## config.mk

```make
export PLATFORM = sky130hd
export DESIGN_NAME = mul_arbiter
export DESIGN_NICKNAME = d
export VERILOG_FILES = /design/src/rtl/mul_arbiter.sv
export SDC_FILE = /design/constraint.sdc
export NUM_CORES = 1
export LEC_CHECK = 0
export ABC_AREA = 0
export CAP_MARGIN = 10
export CELL_PAD_IN_SITES_DETAIL_PLACEMENT = 0
export CELL_PAD_IN_SITES_GLOBAL_PLACEMENT = 2
export CORE_MARGIN = 4
export CORE_UTILIZATION = 24
export DETAILED_ROUTE_END_ITERATION = 10
export PLACE_DENSITY_LB_ADDON = 0.1
export SYNTH_ARGS = -nofsm -noshare
export SYNTH_HDL_FRONTEND = slang
export SYNTH_SLANG_ARGS = --single-unit
```

## constraint.sdc

```tcl
create_clock -name clk -period 10.8 [get_ports clk]
set_clock_uncertainty 0.05 [all_clocks]
set_input_delay 1.62 -clock clk [delete_from_list [all_inputs] [get_ports clk]]
set_output_delay 1.62 -clock clk [all_outputs]
set_load 0.02 [all_outputs]
```

## src/rtl/mul_arbiter.sv

```systemverilog
// mul_arbiter: shares one sequential shift-add multiplier between NUM_REQ
// requesters. Round-robin grant, a single operation in flight, and each
// product routed back to the requester that issued it.
// Optional build macro MUL_ARB_ZERO_BYPASS_EN: a granted request with a zero
// operand skips the multiplier and responds with a zero product directly.
module mul_arbiter #(
   parameter int LEN     = 32,
   parameter int NUM_REQ = 4
) (
   input  logic                   clk,
   input  logic                   rst,
   input  logic [NUM_REQ-1:0]     req_valid,
   output logic [NUM_REQ-1:0]     req_ready,
   input  logic [NUM_REQ*LEN-1:0] req_a,
   input  logic [NUM_REQ*LEN-1:0] req_b,
   output logic [NUM_REQ-1:0]     rsp_valid,
   input  logic [NUM_REQ-1:0]     rsp_ready,
   output logic [2*LEN-1:0]       rsp_product,
   output logic [LEN-1:0]         mul_multiplicand,
   output logic [LEN-1:0]         mul_multiplier,
   output logic                   mul_start,
   input  logic [2*LEN-1:0]       mul_product,
   input  logic                   mul_finish,
   output logic [31:0]            done_count
);

   localparam int ID_W = $clog2(NUM_REQ);

   typedef enum logic [1:0] {
      IDLE  = 2'd0,
      ISSUE = 2'd1,
      BUSY  = 2'd2,
      RESP  = 2'd3
   } state_t;

   state_t            state_q, state_d;
   logic [ID_W-1:0]   rr_ptr_q, rr_ptr_d;
   logic [ID_W-1:0]   id_q, id_d;
   logic [LEN-1:0]    a_q, a_d;
   logic [LEN-1:0]    b_q, b_d;
   logic [2*LEN-1:0]  result_q, result_d;
   logic [31:0]       done_count_q, done_count_d;

   logic              grant_found;
   logic [ID_W-1:0]   grant_id;
   logic [LEN-1:0]    grant_a;
   logic [LEN-1:0]    grant_b;
   logic              rsp_fire;

   // Round-robin search: first valid requester at or above rr_ptr, wrapping.
   always_comb begin
      logic [ID_W:0]   idx_wide;
      logic [ID_W-1:0] idx;
      // NOTE: every signal written in a combinational block gets a default
      // first, so no path leaves it unassigned and no latch is inferred.
      grant_found = 1'b0;
      grant_id    = '0;
      idx_wide    = '0;
      idx         = '0;
      for (int i = 0; i < NUM_REQ; i++) begin
         idx_wide = {1'b0, rr_ptr_q} + (ID_W+1)'(i);
         if (idx_wide >= (ID_W+1)'(NUM_REQ)) begin
            idx_wide = idx_wide - (ID_W+1)'(NUM_REQ);
         end
         idx = idx_wide[ID_W-1:0];
         if (!grant_found && req_valid[idx]) begin
            grant_found = 1'b1;
            grant_id    = idx;
         end
      end
   end

   assign grant_a  = req_a[grant_id*LEN +: LEN];
   assign grant_b  = req_b[grant_id*LEN +: LEN];
   assign rsp_fire = (state_q == RESP) && rsp_ready[id_q];

   // State and datapath registers.
   always_ff @(posedge clk or posedge rst) begin
      // NOTE: every control and datapath register is reset so that outputs
      // are defined zeros immediately; a reset mid-operation leaves nothing
      // stale behind.
      if (rst) begin
         state_q      <= IDLE;
         rr_ptr_q     <= '0;
         id_q         <= '0;
         a_q          <= '0;
         b_q          <= '0;
         result_q     <= '0;
         done_count_q <= '0;
      end else begin
         // NOTE: non-blocking assignments here so every register samples the
         // pre-edge value of every other, independent of statement order.
         state_q      <= state_d;
         rr_ptr_q     <= rr_ptr_d;
         id_q         <= id_d;
         a_q          <= a_d;
         b_q          <= b_d;
         result_q     <= result_d;
         done_count_q <= done_count_d;
      end
   end

   // Next-state and datapath update logic.
   always_comb begin
      state_d      = state_q;
      rr_ptr_d     = rr_ptr_q;
      id_d         = id_q;
      a_d          = a_q;
      b_d          = b_q;
      result_d     = result_q;
      done_count_d = done_count_q;
      case (state_q)
         IDLE: begin
            if (grant_found) begin
               a_d      = grant_a;
               b_d      = grant_b;
               id_d     = grant_id;
               rr_ptr_d = (grant_id == ID_W'(NUM_REQ-1)) ? '0 : grant_id + ID_W'(1);
               state_d  = ISSUE;
`ifdef MUL_ARB_ZERO_BYPASS_EN
               // A zero operand has a known product; skip the multiplier.
               if ((grant_a == '0) || (grant_b == '0)) begin
                  result_d = '0;
                  state_d  = RESP;
               end
`endif
            end
         end
         ISSUE: state_d = BUSY;
         BUSY: begin
            if (mul_finish) begin
               result_d = mul_product;
               state_d  = RESP;
            end
         end
         RESP: begin
            // Only the owning requester's ready completes the response.
            if (rsp_fire) begin
               done_count_d = done_count_q + 32'd1;
               state_d      = IDLE;
            end
         end
         default: state_d = IDLE;
      endcase
   end

   // Handshake outputs decoded from the current state.
   always_comb begin
      req_ready = '0;
      rsp_valid = '0;
      mul_start = 1'b0;
      case (state_q)
         IDLE:    if (grant_found && !rst) req_ready[grant_id] = 1'b1;
         ISSUE:   mul_start = 1'b1;
         RESP:    rsp_valid[id_q] = 1'b1;
         default: ;
      endcase
   end

   assign rsp_product      = result_q;
   assign mul_multiplicand = a_q;
   assign mul_multiplier   = b_q;
   assign done_count       = done_count_q;

endmodule

```

==> results of run 1 <==
==> placed cells by master, fill, tap and decap left out, types with 2 or more instances in the layout <==
cell type / count
sky130_fd_sc_hd__clkbuf_16: 17
sky130_fd_sc_hd__clkinv_2: 4
sky130_fd_sc_hd__clkinv_4: 3
sky130_fd_sc_hd__a21oi_1: 3
sky130_fd_sc_hd__xnor2_1: 20
sky130_fd_sc_hd__clkdlybuf4s50_1: 499
sky130_fd_sc_hd__mux2_2: 67
sky130_fd_sc_hd__mux2i_1: 65
sky130_fd_sc_hd__o21ai_0: 66
sky130_fd_sc_hd__nand3_4: 2
sky130_fd_sc_hd__ha_1: 6
sky130_fd_sc_hd__nor2_1: 8
sky130_fd_sc_hd__nor3_1: 5
sky130_fd_sc_hd__nand2_1: 81
sky130_fd_sc_hd__nand3_1: 75
sky130_fd_sc_hd__inv_1: 10
sky130_fd_sc_hd__inv_6: 4
sky130_fd_sc_hd__buf_4: 10
sky130_fd_sc_hd__nand4_1: 6
sky130_fd_sc_hd__o211ai_1: 64
sky130_fd_sc_hd__and4_1: 3
sky130_fd_sc_hd__nor4_1: 3
sky130_fd_sc_hd__diode_2: 7
sky130_fd_sc_hd__a211o_1: 64
sky130_fd_sc_hd__dfrtp_1: 166
sky130_fd_sc_hd__nor3b_1: 2
sky130_fd_sc_hd__nor4_4: 2
sky130_fd_sc_hd__xor2_1: 11
==> state kept, by name, summed over array words and instances (netlist names) <==
register	count
mul_multiplier	32
done_count	32
id_q	2
rsp_product	64
mul_multiplicand	32
rr_ptr_q	2
state_q	2
==> critical path: stages <==
cell and delay [ns]:
sky130_fd_sc_hd__clkdlybuf4s50_1 0.49, sky130_fd_sc_hd__mux2i_1 0.34, sky130_fd_sc_hd__o22a_2 0.21, sky130_fd_sc_hd__buf_4 0.63
sky130_fd_sc_hd__nand2_4 0.59, sky130_fd_sc_hd__inv_1 0.23, sky130_fd_sc_hd__ha_1 0.20, sky130_fd_sc_hd__nor3b_1 0.19
sky130_fd_sc_hd__clkdlybuf4s50_1 0.65
==> kinds of logic after synthesis <==
| group | after synthesis | share of synthesized area |
|---|---|---|
| XOR/XNOR | 31 | 0.0310 |
| buffers and inverters | 83 | 0.0392 |
| adder cells (fa/ha/maj) | 6 | 0.00856 |
| AO/OA/AOI/OAI | 205 | 0.166 |
| flip-flops | 166 | 0.474 |
| AND/OR/NAND/NOR | 203 | 0.119 |
| multiplexers | 133 | 0.163 |
==> synthesized netlist by cell type, drive strengths merged, types with 6 or more instances <==
cell	count	area [µm²]
a211o	64	561
buf	28	138
clkbuf	44	165
dfrtp	166	4150
ha	6	75.1
inv	11	41.3
mux2	67	754
mux2i	65	651
nand2	83	312
nand3	77	410
nand4	7	50.1
nor2	8	30.0
nor3	7	51.3
o211ai	64	480
o21ai	66	330
xnor2	20	175
xor2	11	96.3
==> cell type report <==
class / count / share of cell area
timing repair buffer: 509 / 0.343
clock inverter: 13 / 0.00822
tap: 461 / 0.0391
multi-input combinational: 578 / 0.294
antenna: 7 / 0.00119
sequential: 166 / 0.281
inverter: 11 / 0.00314
clock buffer: 19 / 0.0300
==> per-layer routing <==
layer | track usage | vias up | routed length [µm]
met4 | 0.0547 | 0 | 675
met5 | 0 | - | 0
li1 | - | 3959 | -
met3 | 0.0632 | 26 | 3330
met2 | 0.335 | 311 | 20100
met1 | 0.206 | 3949 | 14600
==> worst min-delay path by stage <==
stage	end	startpoint	depth (start not counted)	slack, ns
floorplan	rr_ptr_q[0]	rr_ptr_q[0]	2	0.44
global placement	done_count[31]	done_count[31]	1	0.41
detailed placement	done_count[31]	done_count[31]	1	0.41
CTS	done_count[31]	done_count[31]	1	0.42
global route	done_count[31]	done_count[31]	1	0.45
finish	done_count[31]	done_count[31]	1	0.42
==> report_power, final <==
group,internal (W),switching (W),total (W)
sequential,0.000885,0.000151,0.00104
combinational,0.000922,0.00108,0.00200
clock,0.000327,0.000282,0.000609
==> stage by stage <==
step / total power (W) / worst slack (ns) / instance area (µm²) / utilization
floorplan: 0.00213 / 4.64 / 8770 / -
global placement: 0.00307 / 4.07 / 14200 / 0.396
detailed placement: 0.00309 / 3.97 / 14200 / 0.396
CTS: 0.00371 / 3.96 / 14700 / 0.412
global route: 0.00387 / 3.79 / 14800 / 0.412
finish: 0.00364 / 3.93 / 14800 / 0.412
==> impl_metrics.sql, run 1 <==
INSERT INTO impl_metrics (metric_group, metric, value, unit) VALUES
('critical_path', 'crit-reg2reg-launch', 'rr_ptr_q[1]', ''),
('cells_and_area', 'multiInputGateArea', '4330', 'µm²'),
('timing', 'hold_viol', '0', ''),
('cells_and_area', 'finish.net_count', '1620', ''),
('placement', 'place.port_buffers', '499', ''),
('min_path', 'timing.hold.worst.class', 'reg -> reg', ''),
('run_status', 'outcome', 'complete, no violations', ''),
('yosys', 'synth.avg_cell_area', '10.6', 'µm²'),
('critical_path', 'startpoint_class_of_the_critical_path', 'primary input', ''),
('timing', 'post-route-period-util', '0.636', ''),
('timing', 'clock.fmax', '146', 'MHz'),
('die', 'die_width', '199', 'µm'),
('die', 'chipHeight', '199', 'µm'),
('global_routing', 'grt.overflow.total', '0', ''),
('yosys', 'mappedNetlistArea', '8770', 'µm²'),
('cts', 'root_buffer', 'sky130_fd_sc_hd__clkbuf_16', ''),
('routing', 'drt-total-wl', '38.7', 'mm'),
('cts', 'insertion_delay', '0.43', 'ns'),
('placement', 'globalplace.congestion', '0.761', ''),
('yosys', 'synth-warning-count', '0', ''),
('cells_and_area', 'share_of_final_layout_standard_cells_stronger_than_drive_strength_1', '0.101', ''),
('power', 'p_per_area', '247', 'nW/µm²'),
('yosys', 'gate_count_post_synth', '827', ''),
('critical_path', 'timing.critical_path.to_type', 'output port', ''),
('routing', 'detailedRoute.firstIterationViolations', '304', ''),
('critical_path', 'regToRegSetupSlack', '7.34', 'ns'),
('die', 'initial_core_utilization', '0.245', ''),
('timing', 'final-max-slew-violation-count', '0', ''),
('routing', 'drcViolationCount', '0', ''),
('cts', 'cts.sinks', '166', ''),
('timing', 'finalSetupViolations', '0', ''),
('critical_path', 'critical_path_startpoint', 'req_valid[2]', ''),
('die', 'floorplan.die_area', '39700', 'µm²'),
('cts', 'cts.repair.resized', '0', ''),
('timing', 'fin_worst_hold_slack', '0.423', 'ns'),
('cts', 'cts_hold_buffers', '0', ''),
('yosys', 'synth_enable_flop_cells', '0', ''),
('routing', 'dr.pass1.iters', '4', ''),
('cells_and_area', 'register_area', '4150', 'µm²'),
('yosys', 'synth.distinct_cells', '47', ''),
('cts', 'clk_pin_slew_worst_paths', '0.07', 'ns'),
('placement', 'place_hpwl', '28.6', 'mm'),
('global_routing', 'antenna_found_initial', '4', ''),
('cells_and_area', 'num-fill-cells', '3549', ''),
('critical_path', 'critPathRequiredTime', '9.13', 'ns'),
('timing', 'setup_tns', '0', 'ns'),
('cts', 'postCtsSetupBuffers', '0', ''),
('cts', 'tritoncts.num_buffers', '17', ''),
('critical_path', 'critPathMaxFanout', '65', ''),
('global_routing', 'number_of_global_route_vias_before_repair', '8616', ''),
('cts', 'cts-htree-levels', '4', ''),
('critical_path', 'worstReg2RegEnd', 'mul_multiplier[2]', ''),
('placement', 'post-place-cells', '1725', ''),
('global_routing', 'grt_usage', '0.185', ''),
('yosys', 'number_of_synthesized_register_bits', '166', ''),
('yosys', 'postSynth.topFlopCell', 'sky130_fd_sc_hd__dfrtp_1', ''),
('timing', 'grt_setup_unrepaired', 'no', ''),
('cells_and_area', 'areaGrowthSynthToFinish', '68.3', '%'),
('die', 'ioPinCount', '500', ''),
('cts', 'clock_tree.buffer_depth', '2', ''),
('routing', 'route.detailed.vias_per_inst', '4.67', ''),
('power', 'vdd_ir_drop_max', '0.123', 'mV'),
('routing', 'avgRoutedWirePerCell', '21.9', 'µm'),
('timing', 'layout_min_cycle_time', '6.87', 'ns'),
('routing', 'detail-route-antenna-nets', '0', ''),
('critical_path', 'setup_cp_type', 'in -> out', ''),
('critical_path', 'worst_reg2reg_path_depth', '7', ''),
('cells_and_area', 'final_cells', '1764', ''),
('timing', 'max-slew-margin-rel', '0.332', ''),
('yosys', 'ys_seq_area_frac', '0.474', ''),
('timing', 'worstMarginPinSlew', '1.00', 'ns'),
('yosys', 'synth-async-reset-ratio', '1.00', ''),
('critical_path', 'worstSetupEndpoint', 'req_ready[3]', ''),
('critical_path', 'cp.arrival', '5.20', 'ns'),
('cts', 'clock_tree_from_tritoncts', 'yes', ''),
('die', 'core_area', '35800', 'µm²'),
('run', 'max_cap_viol_count', '0', ''),
('global_routing', 'grt_max_degree', '101', ''),
('die', 'count_of_standard_cell_rows', '69', ''),
('power', 'total_leakage_power', '5.96', 'nW'),
('yosys', 'syn-num-nets', '1164', ''),
('routing', 'dr_total_vias', '8245', ''),
('global_routing', 'grt_first_pass_wirelength', '55.4', 'mm');
Note: power is estimated with default switching activity, not from simulation.
==> run 2: changes to the inputs <==
CORE_UTILIZATION = 22   (was 24)
clock period = 6.75 ns   (was 10.8 ns; I/O delays follow)
==> run 2 against run 1 <==
Effect of this change: flip-flop and latch count stayed put; critical path depth decreased by 4; clock power grew 56%; sequential share of layout area fell by 0.11 points; sequential power increased by 59%; combinational power is 61% higher; worst hold slack about the same; core utilization decreased by 3.2 points; count of clock-buffer cells in the layout increased by 1; setup slack got worse by 1.9 ns; first-iteration DRC count is 51% higher; non-clock buffer count up 1; highest routed layer is now met5.
==> impl_metrics.sql, run 2 (synthesis gave the netlist of run 1 again) <==
INSERT INTO impl_metrics (metric_group, metric, value, unit) VALUES
('run_status', 'outcome', 'complete, no violations', ''),
('placement', 'place_hpwl', '29.8', 'mm'),
('cells_and_area', 'commonest_cells_after_routing_fill_and_taps_aside', 'sky130_fd_sc_hd__clkdlybuf4s50_1, sky130_fd_sc_hd__dfrtp_1, sky130_fd_sc_hd__nand2_1, sky130_fd_sc_hd__nand3_1, sky130_fd_sc_hd__mux2_2', ''),
('critical_path', 'critPathTopFamily', 'simple AND/OR/NAND/NOR gates', ''),
('routing', 'route.detailed.vias_per_inst', '4.60', ''),
('cells_and_area', 'multiInputGateArea', '4330', 'µm²'),
('timing', 'finalSetupViolations', '0', ''),
('cells_and_area', 'final_common_cell', 'sky130_fd_sc_hd__clkdlybuf4s50_1', ''),
('min_path', 'timing.hold.worst.start', 'done_count[31]', ''),
('routing', 'dr.pass1.iters', '4', ''),
('cts', 'root_buffer', 'sky130_fd_sc_hd__clkbuf_16', ''),
('timing', 'hold_viol', '0', ''),
('critical_path', 'critPathMaxStageDelay', '0.78', 'ns'),
('critical_path', 'cp.arrival', '3.64', 'ns'),
('cells_and_area', 'share_of_final_layout_standard_cells_stronger_than_drive_strength_1', '0.0996', ''),
('die', 'die_width', '208', 'µm'),
('min_path', 'hold_end', 'done_count[31]', ''),
('critical_path', 'crit-reg2reg-launch', 'rr_ptr_q[1]', ''),
('cts', 'tritoncts.num_buffers', '17', ''),
('critical_path', 'worst_reg2reg_path_depth', '7', ''),
('global_routing', 'grt_first_pass_wirelength', '59.1', 'mm'),
('critical_path', 'crit_chain', 'clkdlybuf4s50_1, nor4_1, nand2b_4, nor4b_1, clkdlybuf4s50_1', ''),
('cts', 'clock_tree_from_tritoncts', 'yes', ''),
('critical_path', 'crit_path_top_delay_cell', 'sky130_fd_sc_hd__nand2b_4', ''),
('cts', 'cts.repair.resized', '0', ''),
('min_path', 'worst_hold_path.num_cells', '1', ''),
('die', 'count_of_standard_cell_rows', '72', ''),
('cts', 'postCtsSetupBuffers', '0', ''),
('global_routing', 'antenna_found_initial', '5', ''),
('cells_and_area', 'final_core_utilization', '0.380', ''),
('cts', 'cts.sinks', '166', ''),
('die', 'ioPinCount', '500', ''),
('power', 'vdd_ir_drop_max', '0.148', 'mV'),
('timing', 'fin_worst_hold_slack', '0.423', 'ns'),
('power', 'total_leakage_power', '5.94', 'nW'),
('timing', 'worstMarginPinSlew', '0.908', 'ns'),
('min_path', 'timing.hold.worst.class', 'reg -> reg', ''),
('timing', 'setup_tns', '0', 'ns'),
('critical_path', 'cp_common_cell', 'sky130_fd_sc_hd__clkdlybuf4s50_1', ''),
('cts', 'cts-htree-levels', '4', ''),
('timing', 'final-max-slew-violation-count', '0', ''),
('cts', 'clk_pin_slew_worst_paths', '0.07', 'ns'),
('timing', 'post-route-period-util', '0.696', ''),
('timing', 'layout_min_cycle_time', '4.70', 'ns'),
('routing', 'drt-total-wl', '40.4', 'mm'),
('global_routing', 'grt_usage', '0.181', ''),
('routing', 'drcViolationCount', '0', ''),
('routing', 'avgRoutedWirePerCell', '22.2', 'µm'),
('cts', 'cts_hold_buffers', '0', ''),
('cts', 'clock_tree.buffer_depth', '2', ''),
('routing', 'detail-route-antenna-nets', '0', ''),
('die', 'floorplan.die_area', '43100', 'µm²'),
('global_routing', 'grt_max_degree', '77', ''),
('critical_path', 'worst-path-buf-inv', '2', ''),
('critical_path', 'startpoint_class_of_the_critical_path', 'primary input', ''),
('cells_and_area', 'register_area', '4150', 'µm²'),
('cells_and_area', 'largest_register_ff_count', '64', ''),
('cells_and_area', 'num-fill-cells', '3920', ''),
('placement', 'globalplace.congestion', '0.767', ''),
('run', 'max_cap_viol_count', '0', ''),
('die', 'initial_core_utilization', '0.225', ''),
('critical_path', 'setup_cp_type', 'in -> out', ''),
('die', 'core_area', '39000', 'µm²'),
('timing', 'max-slew-margin-rel', '0.394', ''),
('cells_and_area', 'areaGrowthSynthToFinish', '69.0', '%'),
('timing', 'clock.fmax', '213', 'MHz'),
('routing', 'dr_total_vias', '8362', ''),
('power', 'p_per_area', '394', 'nW/µm²'),
('routing', 'detailedRoute.firstIterationViolations', '459', ''),
('die', 'chipHeight', '208', 'µm'),
('cells_and_area', 'finish.net_count', '1621', ''),
('timing', 'grt_setup_unrepaired', 'no', ''),
('placement', 'place.port_buffers', '499', ''),
('critical_path', 'critPathMaxFanout', '76', ''),
('cts', 'insertion_delay', '0.43', 'ns'),
('critical_path', 'regToRegSetupSlack', '3.43', 'ns'),
('critical_path', 'timing.critical_path.to_type', 'output port', ''),
('critical_path', 'worstReg2RegEnd', 'mul_multiplicand[31]', ''),
('global_routing', 'grt.overflow.total', '0', ''),
('global_routing', 'number_of_global_route_vias_before_repair', '8757', ''),
('critical_path', 'critPathRequiredTime', '5.69', 'ns');
-- run 2: changes by cell type in the layout (fill, tap and decap cells not counted) --
cell,delta
sky130_fd_sc_hd__clkinvlp_4,+4
sky130_fd_sc_hd__clkinv_2,-3
sky130_fd_sc_hd__clkinv_4,-3
sky130_fd_sc_hd__diode_2,-1
sky130_fd_sc_hd__inv_8,-1
sky130_fd_sc_hd__clkbuf_1,+1
sky130_fd_sc_hd__buf_4,+1
-- run 2: how the worst max path moves through the flow --
| stage | end | depth (start not counted) | from |
|---|---|---|---|
| after floorplan | done_count[0] | 1 | rst |
| after global placement | mul_multiplier[5] | 6 | req_valid[3] |
| after detailed placement | mul_multiplier[15] | 6 | req_valid[3] |
| after CTS | req_ready[2] | 5 | req_valid[3] |
| after global routing | req_ready[2] | 5 | req_valid[3] |
| final | req_ready[2] | 5 | req_valid[3] |
-- run 2: area by class of cell --
class	count	area share
timing repair buffer	510	0.343
multi-input combinational	578	0.292
sequential	166	0.280
tap	518	0.0437
clock buffer	20	0.0301
clock inverter	10	0.00667
inverter	11	0.00312
antenna	6	0.00101
-- run 2: layer usage --
layer  vias up  part of all wire  track usage
li1       3959                 -            -
met1      4054              0.40        0.213
met2       311              0.50        0.316
met3        36             0.079       0.0598
met4         2             0.016       0.0485
met5         -           0.00032            0
-- run 2: metrics by stage --
step / cell area [µm²] / cells / total power, W / setup WS [ns]
floorplan: 8770 / 827 / 0.00341 / 1.20
detailed placement: 14300 / 1783 / 0.00498 / 1.86
CTS: 14800 / 1813 / 0.00596 / 1.90
global route: 14800 / 1816 / 0.00621 / 1.76
global placement: 14300 / 1783 / 0.00496 / 1.96
finish: 14800 / 1819 / 0.00583 / 2.05
-- run 2: power breakdown --
group,internal [W],switching (W),total [W]
Sequential,0.00142,0.000234,0.00165
Combinational,0.00148,0.00175,0.00323
Clock,0.000517,0.000435,0.000952
